File: src/rtl/frame_diff_scan_ctrl.sv
// Read-side sequencer for the ping-pong frame store: on each frame swap it rasters the read port
// and streams |curr-prev| with a motion flag, then publishes the per-frame motion-pixel count.
module frame_diff_scan_ctrl #(
   parameter int unsigned WIDTH  = 160,
   parameter int unsigned HEIGHT = 120,
   parameter int unsigned DEPTH  = WIDTH * HEIGHT,
   parameter int unsigned ADDR_W = 15
) (
   input  logic              clk,
   input  logic              reset_n,
   input  logic              enable,
   input  logic              buffer_sel,
   input  logic [7:0]        threshold,
   output logic              fb_oe,
   output logic [ADDR_W-1:0] fb_rAddr,
   input  logic [7:0]        curr_data,
   input  logic [7:0]        prev_data,
   output logic              pix_valid,
   output logic [7:0]        pix_x,
   output logic [6:0]        pix_y,
   output logic [7:0]        pix_diff,
   output logic              pix_motion,
   output logic              scan_busy,
   output logic              scan_done,
   output logic              scan_abort,
   output logic [14:0]       motion_count
);

   localparam int unsigned PIX_W = 8;
   localparam int unsigned X_W   = 8;
   localparam int unsigned Y_W   = 7;
   localparam int unsigned CNT_W = 15;
   localparam int unsigned SWP_W = 2;

   localparam logic [ADDR_W-1:0] LAST_ADDR = ADDR_W'(DEPTH - 1);
   localparam logic [X_W-1:0]    LAST_X    = X_W'(WIDTH - 1);
   localparam logic [Y_W-1:0]    LAST_Y    = Y_W'(HEIGHT - 1);
   localparam logic [SWP_W-1:0]  SWAP_FULL = SWP_W'(2);

   typedef enum logic [1:0] {
      IDLE  = 2'd0,
      SCAN  = 2'd1,
      DRAIN = 2'd2
   } state_t;

   state_t             state_q, state_nxt;
   logic               sel_q;
   logic [SWP_W-1:0]   swap_cnt_q, swap_cnt_nxt;
   logic [ADDR_W-1:0]  addr_q, addr_nxt;
   logic [X_W-1:0]     x_q, x_nxt;
   logic [Y_W-1:0]     y_q, y_nxt;
   logic [PIX_W-1:0]   thr_q, thr_nxt;
   logic               drain_q, drain_nxt;
   logic [CNT_W-1:0]   run_cnt_q, run_nxt;

   logic               fb_oe_nxt;
   logic [ADDR_W-1:0]  fb_addr_nxt;
   logic [X_W-1:0]     iss_x_q, iss_x_nxt;
   logic [Y_W-1:0]     iss_y_q, iss_y_nxt;
   logic               done_nxt;
   logic               abort_nxt;

   logic               d1_v_q;
   logic [X_W-1:0]     d1_x_q;
   logic [Y_W-1:0]     d1_y_q;

   logic               swap_c;
   logic               load_c;
   logic               flush_c;
   logic               commit_c;
   logic               pix_take_c;
   logic [PIX_W-1:0]   diff_c;
   logic               motion_c;

   assign swap_c = buffer_sel ^ sel_q;

   // Sequencer: start/restart/abort decisions and read-address generation
   always_comb begin
      state_nxt    = state_q;
      swap_cnt_nxt = swap_cnt_q;
      addr_nxt     = addr_q;
      x_nxt        = x_q;
      y_nxt        = y_q;
      thr_nxt      = thr_q;
      drain_nxt    = drain_q;
      fb_oe_nxt    = 1'b0;
      fb_addr_nxt  = fb_rAddr;
      iss_x_nxt    = iss_x_q;
      iss_y_nxt    = iss_y_q;
      done_nxt     = 1'b0;
      abort_nxt    = 1'b0;
      load_c       = 1'b0;
      flush_c      = 1'b0;
      commit_c     = 1'b0;

      if (swap_c && (swap_cnt_q != SWAP_FULL)) begin
         swap_cnt_nxt = swap_cnt_q + SWP_W'(1);
      end

      case (state_q)
         IDLE: begin
            if (swap_c && enable && (swap_cnt_nxt == SWAP_FULL)) begin
               state_nxt = SCAN;
               load_c    = 1'b1;
            end
         end
         SCAN, DRAIN: begin
            if (!enable) begin
               state_nxt = IDLE;
               abort_nxt = 1'b1;
               flush_c   = 1'b1;
            end else if (swap_c) begin
               state_nxt = SCAN;
               abort_nxt = 1'b1;
               flush_c   = 1'b1;
               load_c    = 1'b1;
            end else if (state_q == SCAN) begin
               fb_oe_nxt   = 1'b1;
               fb_addr_nxt = addr_q;
               iss_x_nxt   = x_q;
               iss_y_nxt   = y_q;
               addr_nxt    = addr_q + ADDR_W'(1);
               if (x_q == LAST_X) begin
                  x_nxt = '0;
                  y_nxt = (y_q == LAST_Y) ? '0 : y_q + Y_W'(1);
               end else begin
                  x_nxt = x_q + X_W'(1);
               end
               if (addr_q == LAST_ADDR) begin
                  state_nxt = DRAIN;
                  drain_nxt = 1'b0;
               end
            end else if (drain_q) begin
               state_nxt = IDLE;
               done_nxt  = 1'b1;
               commit_c  = 1'b1;
            end else begin
               drain_nxt = 1'b1;
            end
         end
         default: begin
            state_nxt = IDLE;
         end
      endcase

      if (load_c) begin
         addr_nxt = '0;
         x_nxt    = '0;
         y_nxt    = '0;
         thr_nxt  = threshold;
      end
   end

   // Difference datapath; a flush drops whatever is still in the read pipeline
   always_comb begin
      diff_c     = (curr_data >= prev_data) ? (curr_data - prev_data) : (prev_data - curr_data);
      motion_c   = diff_c > thr_q;
      pix_take_c = d1_v_q && !flush_c;
      run_nxt    = run_cnt_q;
      if (load_c) begin
         run_nxt = '0;
      end else if (pix_take_c) begin
         run_nxt = run_cnt_q + CNT_W'(motion_c);
      end
   end

   always_ff @(posedge clk) begin
      if (!reset_n) begin
         state_q      <= IDLE;
         sel_q        <= buffer_sel;
         swap_cnt_q   <= '0;
         addr_q       <= '0;
         x_q          <= '0;
         y_q          <= '0;
         thr_q        <= '0;
         drain_q      <= 1'b0;
         run_cnt_q    <= '0;
         iss_x_q      <= '0;
         iss_y_q      <= '0;
         d1_v_q       <= 1'b0;
         d1_x_q       <= '0;
         d1_y_q       <= '0;
         fb_oe        <= 1'b0;
         fb_rAddr     <= '0;
         pix_valid    <= 1'b0;
         pix_x        <= '0;
         pix_y        <= '0;
         pix_diff     <= '0;
         pix_motion   <= 1'b0;
         scan_busy    <= 1'b0;
         scan_done    <= 1'b0;
         scan_abort   <= 1'b0;
         motion_count <= '0;
      end else begin
         state_q    <= state_nxt;
         sel_q      <= buffer_sel;
         swap_cnt_q <= swap_cnt_nxt;
         addr_q     <= addr_nxt;
         x_q        <= x_nxt;
         y_q        <= y_nxt;
         thr_q      <= thr_nxt;
         drain_q    <= drain_nxt;
         run_cnt_q  <= run_nxt;
         iss_x_q    <= iss_x_nxt;
         iss_y_q    <= iss_y_nxt;
         d1_v_q     <= fb_oe && !flush_c;
         d1_x_q     <= iss_x_q;
         d1_y_q     <= iss_y_q;
         fb_oe      <= fb_oe_nxt;
         fb_rAddr   <= fb_addr_nxt;
         pix_valid  <= pix_take_c;
         if (pix_take_c) begin
            pix_x      <= d1_x_q;
            pix_y      <= d1_y_q;
            pix_diff   <= diff_c;
            pix_motion <= motion_c;
         end
         scan_busy  <= state_nxt != IDLE;
         scan_done  <= done_nxt;
         scan_abort <= abort_nxt;
         if (commit_c) begin
            motion_count <= run_nxt;
         end
      end
   end

endmodule

File: config.mk
export PLATFORM = sky130hd
export DESIGN_NAME = frame_diff_scan_ctrl
export DESIGN_NICKNAME = d
export VERILOG_FILES = /design/src/rtl/frame_diff_scan_ctrl.sv
export SDC_FILE = /design/constraint.sdc
export NUM_CORES = 1
export LEC_CHECK = 0
export CAP_MARGIN = 20
export CORE_MARGIN = 2
export CORE_UTILIZATION = 50
export CTS_CLUSTER_DIAMETER = 200
export DETAILED_ROUTE_END_ITERATION = 6
export PLACE_DENSITY = 0.77
export SYNTH_ARGS = -nofsm -noshare
export SYNTH_HDL_FRONTEND = slang
export SYNTH_SLANG_ARGS = --single-unit
File: constraint.sdc
create_clock -name clk -period 5.2 [get_ports clk]
set_clock_uncertainty 0.2 [all_clocks]
set_input_delay 1.04 -clock clk [delete_from_list [all_inputs] [get_ports clk]]
set_output_delay 1.04 -clock clk [all_outputs]
set_load 0.005 [all_outputs]
; After elaboration in Yosys (flattened, before gate mapping)
; Index checks and enable logic that the tools add are counted.
; Widths: inputs -> output; s select.
[word_totals]
register_bits = 149
latchBits = 0
ram_bits = 0
mem_bits_ro = 0
in_bits = 28
out_inout_bits = 59
word_cells = 88
mem_count = 0
[op_classes]
add_sub_neg = 7
mul = 0
n_div = 0
n_lt_le_gt_ge = 2
n_eq_ne = 8
shifts = 0
muxes = 27
n_bitwise = 5
reduce_logical = 14
[ops]
columns = op, n
row1 = $mux 15, 2
row2 = $mux 8, 2
row3 = $sub 8x8->8, 2
row4 = $add 15x1->15, 1
row5 = $add 15x1->15 const B, 1
row6 = $eq 15x15->1 const B, 1
row7 = $mux 2, 7
row8 = $mux 1, 13
row9 = $add 8x1->8 const B, 1
row10 = $eq 8x8->1 const B, 1
row11 = $ge 8x8->1, 1
row12 = $gt 8x8->1, 1
row13 = $reduce_and 4->1, 2
row14 = $add 7x1->7 const B, 1
row15 = $eq 7x7->1 const B, 1
row16 = $mux 7, 1
row17 = $logic_and 1x1->1, 5
row18 = $reduce_and 5->1, 1
row19 = $eq 2x2->1 const B, 2
row20 = $not 1->1, 4
row21 = $pmux 2 s2, 1
row22 = $reduce_or 2->1, 2
row23 = $reduce_or 4->1, 1
row24 = $add 2x1->2 const B, 1
row25 = 8 further kinds, 8

; Logic depth before layout (Yosys ltp)
[logic_depth]
depth_word = 8
depth_mapped = 22
ltp_nobuf = 22

; Least setup slack after synthesis
; Ideal clock, no wire load.
[synth_timing]
path_type = input -> register
start = in curr_data[0]
end = reg motion_count[6]
setup_time_ns = 0.101
t_arrival_ns = 4.717
t_required_ns = 4.899
path_slack_ns = 0.182
stages = 22
n_path_buf = 0
path_cell_list = inv_1 ha_1 inv_1 fa_1 nand3_1 a31oi_1 a211oi_4 mux2i_1 xor2_1 ha_1 a21o_1 a21o_1 a21oi_1 o21ai_0 and2_1 ha_1 ha_1 and2_1 nand4_1 nor2_1 xnor2_1 o41ai_1
[synth_via]
elab_chain_len = 6
elab_cells_between_ends = 8
classes_between = add/sub: 3 / order compare: 2 / mux: 3
[synth_rtl]
columns = item, line_no
row1 = start: declaration, 16  ; input logic [7:0] curr_data,
row2 = $sub 8x8->8 or $ge 8x8->1 (tied branches), 156  ; diff_c = (curr_data >= prev_data) ? (curr_data - prev_data) : (prev_data - curr_data);
row3 = $mux 8 (*), 156
row4 = via diff_c[5], 72  ; logic [PIX_W-1:0] diff_c;
row5 = $gt 8x8->1 (*), 157  ; motion_c = diff_c > thr_q;
row6 = via motion_c, 73  ; logic motion_c;
row7 = $add 15x1->15 (*), 163  ; run_nxt = run_cnt_q + CNT_W'(motion_c);
row8 = $mux 15 (*), 162  ; end else if (pix_take_c) begin
row9 = $mux 15 (*), 160  ; if (load_c) begin
row10 = end signal: assignment, 222  ; motion_count <= run_nxt;
row11 = end: declaration, 26  ; output logic [14:0] motion_count
; The timed path passes the listed nets; every way through them passes the cells marked *.
; A chain may end at the register's enable or synchronous reset.

; Final worst setup path
[layout_timing]
start = in curr_data[0]
end = reg motion_count[8]
; Same word-level chain as after synthesis.

==> impl_metrics.toml <==
[run_status]
outcome = "finished clean"

[critical_path]
r2r_end = "motion_count[8]$_SDFFE_PN0P_"
end_kind = "register"
r2r_setup_slack_ns = 2.30
cp_data_arrival_time_ns = 5.19
ff2ff_path_depth = 16
path_max_fanout = 4
crit_path_start = "curr_data[0]"
reg2reg_from = "thr_q[1]$_SDFFE_PN0P_"
timing.critical_path.to = "motion_count[8]$_SDFFE_PN0P_"
worstSetupPathType = "in2reg"
cp_data_required_time_ns = 5.30
start_kind = "primary input"

[yosys]
synth_top_cell_by_area = "dfxtp_1"
synth_cell_types = 53
synthArstFlopShare_pct = 0
synth.top_cells.by_area = "dfxtp_1 46%, nand2_1 6.9%, ha_1 6.4%"
ys_warn_count = 0
seq_area_frac_synth_pct = 46.2
syn_area_per_cell_um2 = 8.70
synth_area_um2 = 6450
ys_seq_elements = 149
synth_edf_count = 0
ys.flop_type = "dfxtp_1"
synth.top_cell.area_share_pct = 46.2
synth_nets = 805
synth_cells = 742

[floorplanning]
rows = 41
initial_core_util_pct = 51.1
fp.dieW_um = 118
num_io_pins = 87
die_y_um = 118
core_area_um2 = 12600
die-area_um2 = 13800

[clock_tree]
holdBufCountCts = 0
clock-sinks = 149
root_buffer = "clkbuf_16"
tritoncts = "yes"
htree_levels = 4
insertion_delay_ns = 0.42
cts_inserted_buffers = 17
clk_pin_slew_ns = 0.06
clock_path_buffers = 2

[timing]
period_share_pct = 97.7
fmaxAchievable_mhz = 197
tightest_slew_ns = 0.907
fin_crit_ns = 5.08
maxSlewHeadroom_pct = 39.4
final-hold-violation-count = 0
finalSetupViolations = 0
worst_slack_ns = 0.118
report.final.slew_viol_count = 0

[pwr]
p_sw_uw = 660
power_frac_comb_pct = 12.3
swShare_pct = 24.6
powerDensity_nw_per_um2 = 320
internal_power_mw = 2.03
pwr-share-seq_pct = 43.1
power_leakage_nw = 3.17
pwr-share-clk_pct = 44.6
vdd_ir_drop_max_mv = 0.181

[placed_design]
place_worst_setup_slack_ns = -0.531
placed_cells = 1005
dp_hpwl_um = 10200
place.gp.congestion = 0.927
io_buffers = 86

[route]
vias = 5437
firstDrtPassIters = 5
route.detailed.drc = 0
wl_per_cell_um = 14.1
antenna_left = 0
via_per_inst = 5.22
totalWireLength_um = 14700
drt_iter0_markers = 338

[cells_and_area]
multi_input_area_um2 = 3250
register_area_um2 = 2980
nets = 920
final_cells = 1042
antennaDiodeCount = 0
mostFrequentLayoutCell = "dfxtp_1"
final_cell_mix = "149 x dfxtp_1, 118 x nand2_1, 85 x clkdlybuf4s50_1"
fillCellCount = 1020
syn2layout_area_growth_pct = 30.1
layout-drive-gt1-share_pct = 12.9

[worst_hold_path]
hp-class = "reg2reg"

[run]
cap_violations = 0

[global_routing]
antenna_found_initial = 0
grt_use_total_pct = 21.2
grt.overflow.total = 0
grt_max_degree = 38
grt_pass1_wl_um = 24400
grt_pass1_vias = 5334
==> timing repair <==
item	4_1_cts	5_1_grt
setup buffers	2	3
pin swaps	2	15
resized for setup	0	32
endpoints found under the setup margin	7	25
==> cells by family after synthesis <==
family	after synthesis	share of synthesized area, %
xor gates and xnor gates	48	6.63
buffers and inverters	75	5.24
AOI/OAI and AO/OA	123	11.5
muxes	18	2.81
adders and majority gates	35	7.02
and+or+nand+nor	294	20.6
DFF	149	46.2
==> layout make-up <==
| class | instances | area share [%] |
|---|---|---|
| clock buffer | 19 | 5.16 |
| tap | 172 | 2.56 |
| sequential | 149 | 35.5 |
| multi-input combinational | 518 | 38.7 |
| timing repair buffer | 133 | 14.5 |
| inverter | 38 | 1.70 |
| clock inverter | 13 | 1.77 |
==> power by group through the flow <==
stage	registers, mW	clock network, mW	logic [mW]
after floorplan	1.18	0	0.177
after global placement	1.18	0	0.276
after detailed placement	1.18	0	0.286
after CTS	1.16	1.22	0.289
after global routing	1.16	1.28	0.357
final	1.16	1.20	0.331
==> worst min-delay path by stage <==
stage / startpoint / endpoint / slack [ns] / depth (start not counted)
final: d1_y_q[6]$_SDFF_PN0_ / pix_y[6]$_SDFFE_PN0P_ / 0.24 / 2
after CTS: d1_y_q[6]$_SDFF_PN0_ / pix_y[6]$_SDFFE_PN0P_ / 0.24 / 2
after global routing: d1_y_q[4]$_SDFF_PN0_ / pix_y[4]$_SDFFE_PN0P_ / 0.26 / 2
after global placement: d1_x_q[1]$_SDFF_PN0_ / pix_x[1]$_SDFFE_PN0P_ / 0.22 / 2
after floorplan: d1_x_q[0]$_SDFF_PN0_ / pix_x[0]$_SDFFE_PN0P_ / 0.22 / 2
after detailed placement: d1_y_q[6]$_SDFF_PN0_ / pix_y[6]$_SDFFE_PN0P_ / 0.23 / 2
==> worst max-delay path: stages <==
cell	delay [ns]
clkdlybuf4s50_1	0.42
inv_1	0.07
ha_2	0.17
inv_1	0.05
fa_2	0.36
nand3_2	0.08
a31oi_2	0.11
a211oi_4	0.29
mux2_2	0.40
ha_1	0.31
nor2b_1	0.16
o21ai_2	0.12
nand2b_1	0.10
a21oi_2	0.15
o21ai_2	0.08
and2_4	0.17
ha_4	0.16
ha_4	0.15
and2_4	0.15
nand4_1	0.14
buf_4	0.16
nor2_2	0.04
xnor2_1	0.21
a21oi_1	0.09
==> per-stage QoR <==
stage	utilization, %	power (mW)	cell area [um2]	hold WS, ns	setup TNS (ns)
finish	66.5	2.69	8390	0.235	0
global route	66.5	2.79	8390	0.258	-0.0772
floorplan	-	1.36	6450	0.217	0
detailed placement	60.6	1.47	7650	0.229	-9.76
CTS	65.3	2.66	8250	0.239	0
global placement	60.6	1.46	7650	0.221	-4.82
==> routing by layer <==
metal	track usage [%]	part of all wire, %
met1	25.8	44
met2	36.2	49
met3	6.06	4.8
met4	7.08	1.9
met5	0	0
==> Yosys cell counts (2+ instances only) <==
cell	number
dfxtp_1	149
nand2_1	118
nor2_1	80
a21oi_1	67
inv_1	38
ha_1	33
xor2_1	26
and2_1	22
xnor2_1	21
nand3_1	20
clkbuf_1	19
nand4_1	19
o21ai_0	18
mux2i_1	17
buf_2	11
a21o_1	8
nor3_1	8
and3_1	7
a211oi_1	6
buf_6	5
o2bb2ai_1	5
a31oi_1	3
nand2b_1	3
or3_1	3
a221oi_1	2
and4_1	2
fa_1	2
nand3b_1	2
nor4_1	2
o21bai_1	2
or2_2	2
==> state kept, by name (all words and copies together) (netlist names), 7 cells and up <==
register / count
thr_q: 8
d1_y_q: 7
addr_q: 15
run_cnt_q: 15
iss_x_q: 8
pix_diff: 8
pix_y: 7
y_q: 7
fb_rAddr: 15
iss_y_q: 7
pix_x: 8
x_q: 8
d1_x_q: 8
motion_count: 15
No activity file was read; power rests on OpenSTA's default activity.
